`src/rtl/fpu_fmul.sv`:
```
// fpu_fmul: single-precision (binary32) multiplier with one output register.
// Denormal operands are flushed to zero, NaN is not propagated, and the
// product is rounded to nearest with ties away from zero. Latency is one
// clock with a throughput of one operation per cycle.
module fpu_fmul (
  input  logic        clk,
  input  logic        rstn,
  input  logic        valid_in,
  input  logic [31:0] x,
  input  logic [31:0] y,
  output logic [31:0] res,
  output logic        valid_out
);

  logic        sign;
  logic [7:0]  ex;
  logic [7:0]  ey;
  logic        zero_in;
  logic        inf_in;
  logic [47:0] prod;
  logic        norm;
  logic [22:0] kept;
  logic        rbit;
  logic [23:0] rounded;
  logic [9:0]  exp_sum;
  logic [31:0] res_next;

  assign sign    = x[31] ^ y[31];
  assign ex      = x[30:23];
  assign ey      = y[30:23];
  // Exponent 0 covers both true zero and flushed denormals.
  assign zero_in = (ex == 8'd0) || (ey == 8'd0);
  assign inf_in  = (ex == 8'hFF) || (ey == 8'hFF);

  // Full 48-bit product of the mantissas with the hidden one restored.
  assign prod = {24'd0, 1'b1, x[22:0]} * {24'd0, 1'b1, y[22:0]};

  // A product in [2,4) sets bit 47 and needs a one-place right shift.
  assign norm = prod[47];
  assign kept = norm ? prod[46:24] : prod[45:23];
  assign rbit = norm ? prod[23]    : prod[22];

  // Adding the round bit; a carry into bit 23 leaves the low bits at zero,
  // which is exactly the renormalised mantissa 1.0.
  assign rounded = {1'b0, kept} + {23'd0, rbit};

  // Biased exponent in 10-bit two's complement so that under- and overflow
  // remain visible (range is -125 .. 383).
  assign exp_sum = {2'b00, ex} + {2'b00, ey} - 10'd127
                 + {9'd0, norm} + {9'd0, rounded[23]};

  // Special-case selection followed by the normal packed result.
  always_comb begin
    res_next = {sign, exp_sum[7:0], rounded[22:0]};
    if (zero_in) begin
      res_next = {sign, 31'd0};
    end else if (inf_in) begin
      res_next = {sign, 8'hFF, 23'd0};
    end else if ($signed(exp_sum) <= $signed(10'sd0)) begin
      res_next = {sign, 31'd0};
    end else if ($signed(exp_sum) >= $signed(10'sd255)) begin
      res_next = {sign, 8'hFF, 23'd0};
    end
  end

  // Output register: result captured every cycle, qualified by valid_out.
  always_ff @(posedge clk or negedge rstn) begin
    if (!rstn) begin
      res       <= 32'd0;
      valid_out <= 1'b0;
    end else begin
      res       <= res_next;
      valid_out <= valid_in;
    end
  end

endmodule

```
`config.mk`:
```
export PLATFORM = sky130hd
export DESIGN_NAME = fpu_fmul
export DESIGN_NICKNAME = d
export VERILOG_FILES = /design/src/rtl/fpu_fmul.sv
export SDC_FILE = /design/constraint.sdc
export NUM_CORES = 1
export LEC_CHECK = 0
export CAP_MARGIN = 20
export CORE_ASPECT_RATIO = 0.8
export CORE_UTILIZATION = 55
export DETAILED_ROUTE_END_ITERATION = 8
export HOLD_SLACK_MARGIN = 0.06
export PLACE_DENSITY_LB_ADDON = 0.1
export SYNTH_ARGS = -nofsm -noshare
export SYNTH_HDL_FRONTEND = slang
export SYNTH_SLANG_ARGS = --single-unit
```
`constraint.sdc`:
```
create_clock -name clk -period 1.55 [get_ports clk]
set_clock_uncertainty 0.15 [all_clocks]
set_input_delay 0.155 -clock clk [delete_from_list [all_inputs] [get_ports clk]]
set_output_delay 0.155 -clock clk [all_outputs]
set_load 0.05 [all_outputs]
```
==> summary.txt, run 1 <==
Run status
  – Outcome: finished, violations left
  – Violated checks: negative setup slack

Clocking
  – CTS Sinks: 33
  – CTS Hold Buffers Added: 0
  – CTS root buffer: clkbuf_16
  – Clk buf depth: 2
  – CTS tree: built
  – H-tree levels: 2
  – Clock buffer count from CTS: 5
  – Clock slew at reported path FFs: 0.05 ns

Timing
  – Fin. max-slew vios: 0
  – Post-route setup slack: -8.35 ns
  – Relative max-transition margin: 0.560
  – Tightest Pin Transition: 0.654 ns
  – Setup Viol. Count Final: 31
  – Post-layout min period: 9.90 ns
  – Fmax: 101 MHz
  – RSZ-0062 raised after global routing: true
  – Final Hold Fails: 0
  – Tcrit/Tclk final: 6.39

Yosys
  – Synth area leaders: fa_1 45%, ha_1 11%, inv_1 10%
  – Post-Synthesis Cell Area: 21400 um2
  – Synth cell types: 74
  – Yosys warning count: 0
  – Avg Inst Size Synth: 8.65 um2
  – Synth top area share: 0.452
  – EDFF count, synth: 0
  – Post-synth top area cell: fa_1
  – Ys async rst share: 1.00
  – Top FF cell, synth: dfrtp_1
  – Number of synthesized register bits: 33
  – Syn_nets: 3208
  – Mapped Cells: 2473
  – Post-synthesis sequential area ratio: 0.0386

Floorplan
  – DIE HEIGHT: 178 um
  – Die area: 39700 um2
  – Die width: 222 um
  – Row cnt: 64
  – Effective utilization at floorplan: 0.559
  – Core area: 38300 um2
  – I/O Pins: 100

Placed design
  – Post-Place Worst Slack: -9.18 ns
  – DPL Wire Length: 54400 um
  – Port bufs: 99
  – Placer Congestion: 0.911

Global route
  – First-pass GRT wire length: 114000 um
  – Pin count of the biggest net entering global routing: 34
  – Grt total ovfl: 0
  – GRT Util Overall: 0.377
  – Initial antenna violation count: 3
  – Number of global-route vias before repair: 21200

Cells and area
  – Layout cells sized above 1: 0.290
  – Most frequent cells in the layout: 555 x inv_1, 471 x buf_4, 438 x fa_1
  – Commonest non-fill, non-tap cell in the layout: inv_1
  – Fin nets: 3774
  – Synthesis-to-layout area growth: 37.0%

Drt
  – DRC viols: 0
  – Via-per-instance ratio: 5.49
  – Drt wl/cell: 20.4 um
  – Initial DRT Pass Iterations: 5
  – Post-DRT Antenna Nets: 0
  – Routed WL: 72100 um
  – DRT iter0 DRCs: 1622
  – Vias: 19400

Min path
  – Hold Path Class: in2async

Worst setup path
  – Worst EP arrival: 9.90 ns
  – Critical Path RT: 1.55 ns
  – Top cell by count, worst path: fa_1
  – CP Capture Type: register
  – CP Max Fanout: 5
  – Setup crit start kind: input pin
  – Type of the worst setup path: in2reg
  – Worst path max stage delay: 0.55 ns
  – CP max stage cell: or4_4

Flow run
  – Max-cap violation count: 0
-- flip-flops by register name, summed over array words and instances, names as in the netlist --
| register | flops |
|---|---|
| res | 32 |
| valid_out | 1 |
-- what timing repair did --
item,CTS,global route
pin swaps,60,80
gates cloned,24,0
resized for setup,319,191
endpoints found under the hold margin,0,0
setup endpoints to repair,31,31
buffers inserted,109,24
-- kinds of logic after synthesis --
kind of cell	count (synthesis)	share of synthesized area
xor+xnor	49	0.0223
mux	8	0.00386
simple gates	776	0.179
buf+inv	705	0.124
compound gates	234	0.0720
fa+ha+maj	668	0.560
flops	33	0.0386
-- synth_stat cells, types with 11 or more instances --
library cell	number
a21o_1	18
o21ai_1	15
dfrtp_1	33
and3_1	13
xnor2_1	28
o21ai_0	37
nor3_1	30
inv_1	593
nor2_1	84
xor2_1	17
ha_1	185
o21a_1	12
a211oi_1	14
nand4_1	17
nor4_1	11
fa_1	483
clkbuf_1	103
a21oi_1	68
and2_1	247
nand2_1	329
nand3_1	13
-- worst max-delay path: cells and delay by family --
family	cells	cell delay, ns
buffers and inverters	10	0.96
adders and majority gates	11	4.52
AOI/OAI and AO/OA	10	1.64
and+or+nand+nor	11	2.60
-- how the worst max path moves through the flow --
| stage | from | end | slack, ns | cells past startpoint |
|---|---|---|---|---|
| 2_1_floorplan | y[7] | res[13] | -8.65 | 45 |
| 3_3_place_gp | x[8] | res[21] | -9.00 | 40 |
| 3_5_place_dp | x[8] | res[19] | -9.18 | 40 |
| 4_1_cts | x[10] | res[11] | -8.34 | 41 |
| 5_1_grt | y[7] | res[11] | -8.68 | 42 |
| 6_report | y[7] | res[11] | -8.35 | 42 |
-- stage by stage --
step / setup TNS, ns / std cells / cell area, um2 / util / hold slack, ns
after floorplan: -265.97 / 2473 / 21800 / - / -0.291
after global placement: -277.62 / 3375 / 26500 / 0.693 / 0.420
after detailed placement: -283.30 / 3375 / 26500 / 0.693 / 0.458
after CTS: -257.51 / 3516 / 28800 / 0.751 / 0.165
after global routing: -267.49 / 3535 / 29300 / 0.765 / 0.167
final: -257.31 / 3536 / 29300 / 0.765 / 0.159
-- area by class of cell --
| cell class | count | area [um2] |
|---|---|---|
| Tap cell | 495 | 619 |
| Clock inverter | 2 | 10.0 |
| Antenna cell | 1 | 2.50 |
| Sequential cell | 33 | 826 |
| Clock buffer | 6 | 129 |
| Multi-Input combinational cell | 1735 | 18700 |
| Fill cell | 2635 | 8980 |
| Timing Repair Buffer | 669 | 6690 |
| Inverter | 595 | 2270 |
-- per-layer routing --
metal | GRT usage | part of all wire
met1 | 0.482 | 0.40
met5 | 0 | 0.0016
met2 | 0.611 | 0.45
met4 | 0.123 | 0.039
met3 | 0.119 | 0.11
Power of run 1 is left out: the tool's default activity adds up to more than one toggle a clock period on the data nets, which glitch-free logic cannot reach.
==> inputs of run 2 (changes only) <==
--- a/config.mk
+++ b/config.mk
@@ -10,6 +10,7 @@
 export CORE_UTILIZATION = 55
 export DETAILED_ROUTE_END_ITERATION = 8
 export HOLD_SLACK_MARGIN = 0.06
+export MAX_ROUTING_LAYER = met4
 export PLACE_DENSITY_LB_ADDON = 0.1
 export SYNTH_ARGS = -nofsm -noshare
 export SYNTH_HDL_FRONTEND = slang
==> summary.txt, run 2 (same netlist as run 1, synthesis figures left out) <==
Run status
  – Outcome: finished, violations left
  – Violated checks: negative setup slack

Timing
  – Relative max-transition margin: 0.693 (+0.134)
  – Post-route setup slack: -8.38 ns (-0.0290 ns)
  – Fin. max-slew vios: 0 (unchanged)
  – Final Hold Fails: 0 (unchanged)
  – Fmax: 101 MHz (-0.29%)
  – Post-layout min period: 9.93 ns (+0.0290 ns)
  – RSZ-0062 raised after global routing: true
  – Setup Viol. Count Final: 31 (unchanged)
  – Tcrit/Tclk final: 6.40 (+0.0187)
  – Tightest Pin Transition: 0.460 ns (-0.193 ns)

Drt
  – Via-per-instance ratio: 5.47 (-0.26%)
  – Vias: 19300 (-0.71%)
  – Routed WL: 71100 um (-1.3%)
  – DRT iter0 DRCs: 1416 (-13%)
  – Post-DRT Antenna Nets: 0 (unchanged)
  – Initial DRT Pass Iterations: 6 (+1)
  – DRC viols: 0 (unchanged)
  – Drt wl/cell: 20.2 um (-0.84%)

Floorplan
  – Effective utilization at floorplan: 0.559 (unchanged)
  – Die area: 39700 um2 (unchanged)
  – Row cnt: 64 (unchanged)
  – I/O Pins: 100 (unchanged)
  – Core area: 38300 um2 (unchanged)
  – Die width: 222 um (unchanged)
  – DIE HEIGHT: 178 um (unchanged)

Clocking
  – CTS root buffer: clkbuf_16
  – CTS Sinks: 33 (unchanged)
  – CTS Hold Buffers Added: 0 (unchanged)
  – Clock buffer count from CTS: 5 (unchanged)
  – CTS tree: built
  – Clk buf depth: 2 (unchanged)
  – Clock slew at reported path FFs: 0.05 ns (about the same)
  – H-tree levels: 2 (unchanged)

Worst setup path
  – Worst EP arrival: 9.93 ns (+0.03 ns)
  – CP max stage cell: fa_1
  – Top cell by count, worst path: fa_1
  – Critical Path RT: 1.55 ns (about the same)
  – Crit path from: x[8]
  – Worst path max stage delay: 0.62 ns (+0.07 ns)
  – CP Capture Type: register
  – Setup crit start kind: input pin
  – CP Buf/Inv Count: 9 (-1)
  – CP delay by family, top: adder cells
  – CP Max Fanout: 5 (unchanged)
  – Type of the worst setup path: in2reg
  – Setup crit end: res[11]
  – Crit path depth: 41 (-2.4%)

Cells and area
  – Regs by FF count: res (32), valid_out (1)
  – Most flops, register: res
  – Most frequent cells in the layout: 551 x inv_1, 461 x buf_4, 444 x fa_1
  – Area of the multi-input gates: 18700 um2 (-0.14%)
  – Fill cells: 2700 (+2.5%)
  – Storage element area: 826 um2 (unchanged)
  – Layout cells sized above 1: 0.283 (-0.00739)
  – Synthesis-to-layout area growth: 35.8%
  – Core Util, Final: 0.759 (-0.00690)
  – Commonest non-fill, non-tap cell in the layout: inv_1
  – Number of flip-flops in the largest register: 32 (unchanged)
  – Fin nets: 3758 (-0.42%)

Placed design
  – Port bufs: 99 (unchanged)
  – Placer Congestion: 0.933 (+2.4%)
  – DPL Wire Length: 55100 um (+1.3%)

Global route
  – GRT Util Overall: 0.387 (+0.00942)
  – Initial antenna violation count: 1 (-2)
  – Grt total ovfl: 0 (unchanged)
  – Pin count of the biggest net entering global routing: 34 (unchanged)
  – Number of global-route vias before repair: 21000 (-1.1%)
  – First-pass GRT wire length: 114000 um (-0.47%)

Min path
  – Hold Path Class: in2async

Flow run
  – Max-cap violation count: 0 (unchanged)
run 2: layout make-up:
type / instances / share of cell area
Clock buffer: 7 / 0.00491
Antenna cell: 1 / 0.0000862
Timing Repair Buffer: 653 / 0.221
Inverter: 595 / 0.0779
Multi-Input combinational cell: 1735 / 0.645
Tap cell: 495 / 0.0213
Sequential cell: 33 / 0.0284
Clock inverter: 1 / 0.00103
run 2: worst min path at each step:
| stage | end | depth (start not counted) |
|---|---|---|
| floorplan | res[0] | 0 |
| detailed placement | res[31] | 2 |
| CTS | res[29] | 2 |
| global route | valid_out | 1 |
| finish | res[31] | 2 |
| global placement | res[25] | 2 |
run 2: metal layers:
layer	global-route usage	wire, um
met1	0.502	28900
met2	0.605	32200
met3	0.0916	7250
met4	0.118	2740
met5	-	0
run 2: timing repair:
action                                  CTS  global route
endpoints found under the setup margin   31            31
setup buffers                            87            28
gates resized for setup                 336           117
pin swaps                                96            67
gates cloned                             20             0
run 2: stage by stage:
| stage | hold WS, ns | instance area [um2] | setup TNS (ns) | setup slack, ns | instances |
|---|---|---|---|---|---|
| 4_1_cts | 0.145 | 28600 | -254.38 | -8.23 | 3493 |
| 3_5_place_dp | 0.437 | 26600 | -280.88 | -9.09 | 3378 |
| 6_report | 0.133 | 29000 | -258.36 | -8.38 | 3520 |
| 5_1_grt | 0.169 | 29000 | -269.94 | -8.77 | 3520 |
| 3_3_place_gp | 0.420 | 26600 | -276.49 | -8.96 | 3378 |
| 2_1_floorplan | -0.291 | 21800 | -265.97 | -8.65 | 2473 |
Power of run 2 is left out for the same reason.
==> inputs of run 3 (changes only) <==
--- a/config.mk
+++ b/config.mk
@@ -12,6 +12,7 @@
 export HOLD_SLACK_MARGIN = 0.06
 export MAX_ROUTING_LAYER = met4
 export PLACE_DENSITY_LB_ADDON = 0.1
+export SKIP_CTS_REPAIR_TIMING = 1
 export SYNTH_ARGS = -nofsm -noshare
 export SYNTH_HDL_FRONTEND = slang
 export SYNTH_SLANG_ARGS = --single-unit
==> summary.txt, run 3 (same netlist as run 1, synthesis figures left out) <==
Run status
  – Outcome: finished, violations left
  – Violated checks: negative setup slack

Worst setup path
  – CP max stage cell: fa_1
  – CP Max Fanout: 9 (+4)
  – CP Capture Type: register
  – Critical Path RT: 1.55 ns (about the same)
  – Worst EP arrival: 9.89 ns (-0.04 ns)
  – Setup crit start kind: input pin
  – Worst path max stage delay: 0.54 ns (-0.08 ns)
  – Top cell by count, worst path: fa_1
  – Type of the worst setup path: in2reg

Cells and area
  – Fill cells: 2747 (+1.7%)
  – Number of flip-flops in the largest register: 32 (unchanged)
  – Layout cells sized above 1: 0.252 (-0.0309)
  – Commonest non-fill, non-tap cell in the layout: inv_1
  – Regs by FF count: res (32), valid_out (1)
  – Most frequent cells in the layout: 569 x inv_1, 457 x fa_1, 421 x buf_4
  – Fin nets: 3716 (-1.1%)
  – Synthesis-to-layout area growth: 33.5%
  – Most flops, register: res
  – Core Util, Final: 0.746 (-0.0127)

Floorplan
  – Row cnt: 64 (unchanged)
  – Die area: 39700 um2 (unchanged)
  – Die width: 222 um (unchanged)
  – Core area: 38300 um2 (unchanged)
  – Effective utilization at floorplan: 0.559 (unchanged)
  – DIE HEIGHT: 178 um (unchanged)
  – I/O Pins: 100 (unchanged)

Global route
  – Pin count of the biggest net entering global routing: 34 (unchanged)
  – Number of global-route vias before repair: 19900 (-5.1%)
  – Grt total ovfl: 0 (unchanged)
  – GRT Util Overall: 0.342 (-0.0445)
  – Initial antenna violation count: 0 (-1)
  – First-pass GRT wire length: 103000 um (-9.3%)

Drt
  – Initial DRT Pass Iterations: 5 (-1)
  – Via-per-instance ratio: 5.45 (-0.42%)
  – Vias: 19000 (-1.6%)
  – DRC viols: 0 (unchanged)
  – Post-DRT Antenna Nets: 0 (unchanged)
  – Drt wl/cell: 19.8 um (-1.9%)
  – Routed WL: 69000 um (-3.0%)
  – DRT iter0 DRCs: 1520 (+7.3%)

Clocking
  – Clock buffer count from CTS: 5 (unchanged)
  – Clk buf depth: 2 (unchanged)
  – Clock slew at reported path FFs: 0.05 ns (about the same)
  – CTS tree: built
  – H-tree levels: 2 (unchanged)
  – CTS Sinks: 33 (unchanged)
  – CTS root buffer: clkbuf_16

Timing
  – Setup Viol. Count Final: 31 (unchanged)
  – Tcrit/Tclk final: 6.38 (-0.0201)
  – Relative max-transition margin: 0.673 (-0.0206)
  – RSZ-0062 raised after global routing: true
  – Worst hold slack: 0.136 ns (+0.00293 ns)
  – Fin. max-slew vios: 0 (unchanged)
  – Post-route setup slack: -8.35 ns (+0.0312 ns)
  – Final Hold Fails: 0 (unchanged)
  – Fmax: 101 MHz (+0.32%)
  – Tightest Pin Transition: 0.487 ns (+0.0265 ns)
  – Post-layout min period: 9.90 ns (-0.0312 ns)

Min path
  – Hold Path Class: in2async

Placed design
  – Port bufs: 99 (unchanged)
  – Placer Congestion: 0.933 (unchanged)
  – DPL Wire Length: 55100 um (unchanged)

Flow run
  – Max-cap violation count: 0 (unchanged)
-- run 3: changes by cell type in the layout (fill, tap and decap cells not counted), sizes merged --
cell / delta
dlymetal6s2s: +21
bufbuf: -11
clkbuf: +23
diode: +1
clkdlybuf4s15: -8
dlygate4sd2: -4
buf: -62
clkdlybuf4s50: -1
clkinv: -1
inv: +1
-- run 3: worst paths after layout --
check / from / end / slack (ns) / cells after the start
setup / recovery: y[6] / res[11] / -8.35 / 43
hold / removal: rstn / res[31] / 0.14 / 2
max in group asynchronous: rstn / res[0] / 0.81 / 2
min in group clk: valid_in / valid_out / 0.18 / 1
-- run 3: worst max-delay path, delay by kind of cell --
family	cells	cell delay, ns
AOI/OAI and AO/OA	10	1.62
adders and majority gates	11	4.43
buffers and inverters	11	1.08
and+or+nand+nor	11	2.57
-- run 3: through the flow --
step	instance area (um2)	cells	TNS (ns)	setup WS (ns)
2_1_floorplan	21800	2473	-265.97	-8.65
3_3_place_gp	26600	3378	-276.49	-8.96
3_5_place_dp	26600	3378	-280.88	-9.09
4_1_cts	26700	3386	-273.77	-8.88
5_1_grt	28500	3477	-268.42	-8.77
6_report	28500	3479	-255.71	-8.35
-- run 3: layout make-up --
class	instances	area (um2)	share of cell area
Multi-Input combinational cell	1735	18600	0.652
Timing Repair Buffer	611	6070	0.212
Inverter	595	2260	0.0791
Sequential cell	33	826	0.0289
Tap cell	495	619	0.0217
Clock buffer	7	143	0.00500
Clock inverter	1	30.0	0.00105
Antenna cell	2	5.00	0.000175
-- run 3: metal layers --
metal | track usage | wire length (um) | vias to the layer above
li1 | - | - | 8455
met1 | 0.472 | 29100 | 9588
met2 | 0.546 | 31800 | 789
met3 | 0.0489 | 6460 | 123
met4 | 0.0626 | 1640 | 0
met5 | - | 0 | -
Power of run 3 is left out for the same reason.
